==> src/rtl/pc_fetch_unit.sv <==
// pc_fetch_unit: single-outstanding instruction fetch sequencer.
// Holds the architectural PC, fetches one word at a time from instruction
// memory, presents it to decode and waits for the resolved next PC before
// starting the next fetch. A halt request parks the unit until reset.

module pc_fetch_unit #(
   parameter logic [31:0] RESET_PC = 32'h0000_0000
) (
   input  logic        clk,
   input  logic        rst_n,
   input  logic [31:0] npc,
   input  logic        npc_valid,
   input  logic        halt,
   output logic [31:0] pc,
   output logic        imem_req,
   output logic [31:0] imem_addr,
   input  logic        imem_ack,
   input  logic [31:0] imem_rdata,
   output logic [31:0] instr,
   output logic [31:0] instr_pc,
   output logic        instr_valid,
   input  logic        instr_ready,
   output logic        halted,
   output logic [15:0] retired_cnt
);

   typedef enum logic [2:0] {
      IDLE     = 3'd0,
      FETCH    = 3'd1,
      ISSUE    = 3'd2,
      WAIT_NPC = 3'd3,
      HALTED   = 3'd4
   } state_t;

   state_t      state_q, state_d;
   logic [31:0] pc_q, pc_d;
   logic [31:0] instr_q, instr_d;
   logic [31:0] instrPc_q, instrPc_d;
   logic [15:0] retiredCnt_q, retiredCnt_d;

   // Next-state logic: each input is only acted on in the one state that owns
   // it, so stray acks, ready pulses and npc_valid pulses fall through to hold.
   always_comb begin
      state_d      = state_q;
      pc_d         = pc_q;
      instr_d      = instr_q;
      instrPc_d    = instrPc_q;
      retiredCnt_d = retiredCnt_q;
      case (state_q)
         IDLE: begin
            state_d = halt ? HALTED : FETCH;
         end
         FETCH: begin
            if (imem_ack) begin
               instr_d   = imem_rdata;
               instrPc_d = pc_q;
               state_d   = ISSUE;
            end
         end
         ISSUE: begin
            if (instr_ready) begin
               state_d = WAIT_NPC;
            end
         end
         WAIT_NPC: begin
            if (npc_valid) begin
               pc_d = npc;
               if (retiredCnt_q != 16'hFFFF) begin
                  retiredCnt_d = retiredCnt_q + 16'd1;
               end
               state_d = halt ? HALTED : FETCH;
            end
         end
         HALTED: begin
            state_d = HALTED;
         end
         default: begin
            state_d = IDLE;
         end
      endcase
   end

   // State register with synchronous active-low reset; reset also abandons
   // any outstanding fetch because FETCH is the only state that listens to ack.
   always_ff @(posedge clk) begin
      if (!rst_n) begin
         state_q      <= IDLE;
         pc_q         <= RESET_PC;
         instr_q      <= 32'h0;
         instrPc_q    <= 32'h0;
         retiredCnt_q <= 16'h0;
      end else begin
         state_q      <= state_d;
         pc_q         <= pc_d;
         instr_q      <= instr_d;
         instrPc_q    <= instrPc_d;
         retiredCnt_q <= retiredCnt_d;
      end
   end

   assign pc          = pc_q;
   assign imem_req    = (state_q == FETCH);
   assign imem_addr   = pc_q;
   assign instr       = instr_q;
   assign instr_pc    = instrPc_q;
   assign instr_valid = (state_q == ISSUE);
   assign halted      = (state_q == HALTED);
   assign retired_cnt = retiredCnt_q;

endmodule

==> config.mk <==
export PLATFORM = sky130hd
export DESIGN_NAME = pc_fetch_unit
export DESIGN_NICKNAME = d
export VERILOG_FILES = /design/src/rtl/pc_fetch_unit.sv
export SDC_FILE = /design/constraint.sdc
export NUM_CORES = 1
export LEC_CHECK = 0
export BUFFER_PORTS_ARGS = -buffer_cell sky130_fd_sc_hd__buf_2
export CAP_MARGIN = 5
export CORE_UTILIZATION = 29
export CTS_CLUSTER_DIAMETER = 100
export DETAILED_ROUTE_END_ITERATION = 10
export PLACE_DENSITY_LB_ADDON = 0.05
export SYNTH_ARGS = -nofsm -noshare
export SYNTH_HDL_FRONTEND = slang
export SYNTH_SLANG_ARGS = --single-unit
==> constraint.sdc <==
create_clock -name clk -period 2.1 [get_ports clk]
set_clock_uncertainty 0.1 [all_clocks]
set_input_delay 0.315 -clock clk [delete_from_list [all_inputs] [get_ports clk]]
set_output_delay 0.315 -clock clk [all_outputs]
set_load 0.1 [all_outputs]
-- Word level (Yosys, flattened, before mapping)
Cells that the tools add are included.
- add/subtract/negate cells: 1
- multipliers: 0
- div/mod/pow operators: 0
- $lt $le $gt $ge: 0
- equality and inequality tests: 8
- shift operators: 0
- muxes and demuxes: 5
- bitwise operators: 0
- reductions and logical operators: 5
- operators by type and width (cell ; count):
    16-bit by 1-bit adder with 16-bit output, second input constant ; 1
    16-bit != test, second input constant ; 1
    3-bit case mux with 5 select lines ; 1
    3-bit two-way mux ; 4
    3-bit by 2-bit equality test with 1-bit output, second input constant ; 2
    3-bit AND reduction ; 2
    2-bit by 1-bit != test with 1-bit output, second input constant ; 2
    2-bit AND reduction ; 2
    3-bit by 1-bit equality test with 1-bit output, second input constant ; 1
    3-bit equality test, second input constant ; 1
    3-bit logical NOT ; 1
    2-bit != test, second input constant ; 1
- register bits after elaboration: 115
- bits in latches: 0
- RAM bits: 0
- memory bits (read-only): 0
- input port bits: 70
- output and inout port bits: 147
- logic and storage cells: 24
- memories kept: 0

-- Logic depth before layout (Yosys ltp)
- word-level depth: 3
- mapped depth: 7
- gate-level depth less buffers: 5

-- Worst setup path before layout
Ideal clock, no wire load.
- kind: register -> register
- from: register state_q[1]
- to: register instr_q[0], in the netlist instr[0]
- library setup time: 0.132 ns
- data arrival time: 3.795 ns
- data required time: 1.868 ns
- path slack: -1.927 ns
- cell stages (with the launch flop): 7
- buffers on the path: 2
- clock period less this slack: 4.027 ns
- cell sequence: dfxtp_1 -> buf_6 -> nor3b_1 -> nand2_1 -> clkbuf_1 -> nand2_1 -> a21oi_1
- word-level cells in the longest chain between the ends: 2
- ends and longest elaborated chain (what ; line ; text):
    from (decl) ; 35 ; state_t state_q, state_d;
    from (signal assigned) ; 93 ; state_q <= state_d;
    3-bit by 1-bit equality test with 1-bit output ; -- ;
    net imem_req ; 15 ; output logic imem_req,
    2-bit AND reduction (no line) ; -- ;
    to (signal assigned) ; 95 ; instr_q <= instr_d;
    to (decl) ; 37 ; logic [31:0] instr_q, instr_d;
The timed path passes the listed nets, and every way through them passes these cells.
A chain may end at the register's enable or synchronous reset.

-- Worst setup path after layout
- from: register state_q[1]
- to: output instr_valid
- word-level cells in the longest chain between the ends: 1
- ends and longest elaborated chain (what ; line ; text):
    3-bit by 2-bit equality test with 1-bit output ; 106 ; assign instr_valid = (state_q == ISSUE);
    to (decl) ; 21 ; output logic instr_valid,
No other way between the ends.

==> impl_results.md <==
* Compound-Gate Fraction of Synth Area at 0.1530
* Top cells by count, synth: nand2_1 (202), dfxtp_1 (115), a21oi_1 (111)
* DIE HEIGHT at 127.0 um
* Nets@finish at 820
* Switching Fraction at 0.2567
* Vias in the first global route at 4,112
* Placed Instance Area at 0.005693 sq mm
* Cell with the most instances after synthesis: nand2_1
* Cells after synthesis at around 570
* Initial antenna violation count at 1
* Worst Setup End Kind: output port
* Fin worst setup slack at 139.9 ps
* Crit path DAT at 1550 ps
* Tcrit/Tclk final at 0.9334
* Largest net degree at the start of global routing at 58
* Wl on met1 at 6.291 mm
* CTS clock-pin slew for the worst setup and hold paths at about 50 ps
* Synth Cell Area at 0.004529 sq mm
* Top cells by area, synth: dfxtp_1 (51%), nand2_1 (17%), a21oi_1 (12%)
* Slew Limit Fails at 0
* Total of max-cap violations at 0
* CTS tree: done
* Met2 wire length at around 6.4 mm
* Iteration-0 DRC Markers at 240
* Clk network pwr share at 0.499
* Leakage Power at 2.783 nW
* Via density at between 4 and 5
* Drt wl/cell at 14.34 um
* Syn_nets at 638
* First-pass detailed-route iteration total at 4
* Layout cell share with drive strength beyond 1 at 0.3885
* Tightest Hold Check Type: in -> reg
* Slowest stage delay, CP at 420 ps
* Top Metal Used: met5
* Synth async-reset ratio at 0
* Int Pwr at 4.119 mW
* Row count at 45
* Outcome: completed
* Via count at 4,449
* Switch Pwr at roughly 1.4 mW
* Final core utilization at 0.4125
* Crit path kind: reg -> out
* Synth cell types at 43
* Sequential power share at 0.401
* Cts hold-fix bufs at 0
* Crit path buf inv count at 2
* Delay-heaviest family, CP: buffers and inverters
* Comb pwr share at 0.100
* GPL Wtd Cong at 0.7792
* Final non-filler cell area at around 0.0063 sq mm
* Diodes inserted at 0
* Post-synth top area share at 0.5083
* Synth Flop Type: dfxtp_1
* Synth Area in Adders at 0.002762
* Crit path time final at approximately 2000 ps
* Post-synth EDFFs at 0
* Worst slew margin at 0.6579
* Antenna Nets Post-Route at 0
* Yosys warnings at 0
* Drt drc at 0
* Largest family of logic cells by synthesized area: simple AND/OR/NAND/NOR gates
* Place WS at 54.67 ps
* Cts bufs inserted at 17
* Clock root cell: clkbuf_16
* Layout area overhead at 38.45%
* Sequential area share after synthesis at 0.5083
* Worst Max-Slew Pin Slew at 513.2 ps
* Largest fanout on the critical path at 9
* Number of I/O port buffers at 216
* Syn avg cell area at 7.988 sq um
* GR Overflow Total at 0
* Simple-Gate Fraction of Synth Area at 0.2406
* Setup Fix Bufs, Post-CTS at 0
* Htree depth at 4
* CTS sink cnt at roughly 120
* Drt total wl at roughly 14 mm
* Synth Area in XOR/XNOR at 0
* CP Launch Type: flip-flop
* Synth area leader: dfxtp_1
* Crit-path cells: buf_4, nand2b_1, nor2_2, buf_2
* Unrepaired setup endpoints after global routing: false
* Clock Path Buffers at 2
* Slowest CP cell: buf_2
* Post-DP HPWL at 9.501 mm
* Die Wd at 127.0 um
* GRT Util Overall at 0.1724
* Worst skew pair latency at 410 ps
* Core area at 0.01520 sq mm
* Starting density of the core at 0.2979
* Final hold vios at 0
* Yosys reg bits at 115
* Max Fclk at 510.2 MHz
* Top Ports at 217
* Setup violators final at 0
* Resized Gates After CTS at 1
* Worst hold slack at 44.76 ps
* First-pass GRT wire length at about 22 mm
* Critical Path RT at 1680 ps
* Mux cell area share after synthesis at 0.002210
* Worst vdd ir at 509.7 uV
* Die area at approximately 0.016 sq mm
* Pwr/cell area at 883.6 mW/mm^2
* Met3 wire len at 746 um
-- layout make-up --
class | count | area, sq um
Clock inverter | 9 | 76.32
Fill cell | 1588 | 8931
Timing Repair Buffer | 233 | 1274
Sequential cell | 115 | 2347
Clock buffer | 23 | 499.2
Multi-Input combinational cell | 381 | 1834
Tap cell | 188 | 235.2
Inverter | 1 | 5.005
-- power by group through the flow --
stage          sequential [mW]  combinational, mW  clock, mW
2_1_floorplan             2.46              0.223          0
3_3_place_gp              2.27              0.557          0
3_5_place_dp              2.27              0.560          0
4_1_cts                   2.22              0.563       2.83
5_1_grt                   2.22              0.592       2.94
6_report                  2.22              0.556       2.76
-- metal layers --
metal	vias to the layer above	GRT usage
li1	2225	-
met1	2066	0.2187
met2	140	0.2786
met3	16	0.05276
met4	2	0.05742
met5	-	0
-- worst paths after layout --
path / start / to / slack, ps / depth (start not counted)
hold reg to reg: instr[10] / instr[10] / 350 / 2
hold / removal: imem_rdata[29] / instr[29] / 40 / 3
setup reg to reg: state_q[0] / retired_cnt[13] / 180 / 4
setup / recovery: state_q[1] / instr_valid / 140 / 4
-- metrics by stage --
stage | setup TNS (ps) | power, mW | std cells
floorplan | -6427 | 2.685 | 567
global route | 0 | 5.761 | 950
CTS | 0 | 5.618 | 950
global placement | 0 | 2.824 | 918
detailed placement | 0 | 2.828 | 918
finish | 0 | 5.541 | 950
-- layout by cell type, fill, tap and decap left out, types with 2 or more instances in the layout --
cell type and count:
a21oi_1 111, and4_1 2, buf_12 5, buf_2 215, buf_4 13, clkbuf_1 2, clkbuf_16 18, clkbuf_8 3
clkinv_2 7, dfxtp_1 99, dfxtp_2 6, dfxtp_4 10, nand2_1 201, nand2b_1 3, nand3_1 4, nand3b_1 2
nand4_1 5, nor2_1 3, nor3_1 3, o211ai_1 2, o21ai_0 5, o31ai_1 5, o41ai_1 2, or2_2 3
or3_2 2, or4_1 5
-- registers in the layout, summed over array words and instances, names as in the netlist --
register / count
state_q: 3
instr: 32
retired_cnt: 16
instr_pc: 32
imem_addr: 32
-- cell families (layout without fill, tap and decap cells) --
kind of cell / after synthesis / after routing
compound gates: 130 / 130
fa+ha+maj: 1 / 1
buf+inv: 71 / 266
flops: 115 / 115
mux: 1 / 1
simple gates: 249 / 249
-- tightest hold or removal path: stages --
cell	delay, ps
buf_2	100
nand2_1	40
a21oi_1	50
(Power assumes the default switching activity.)
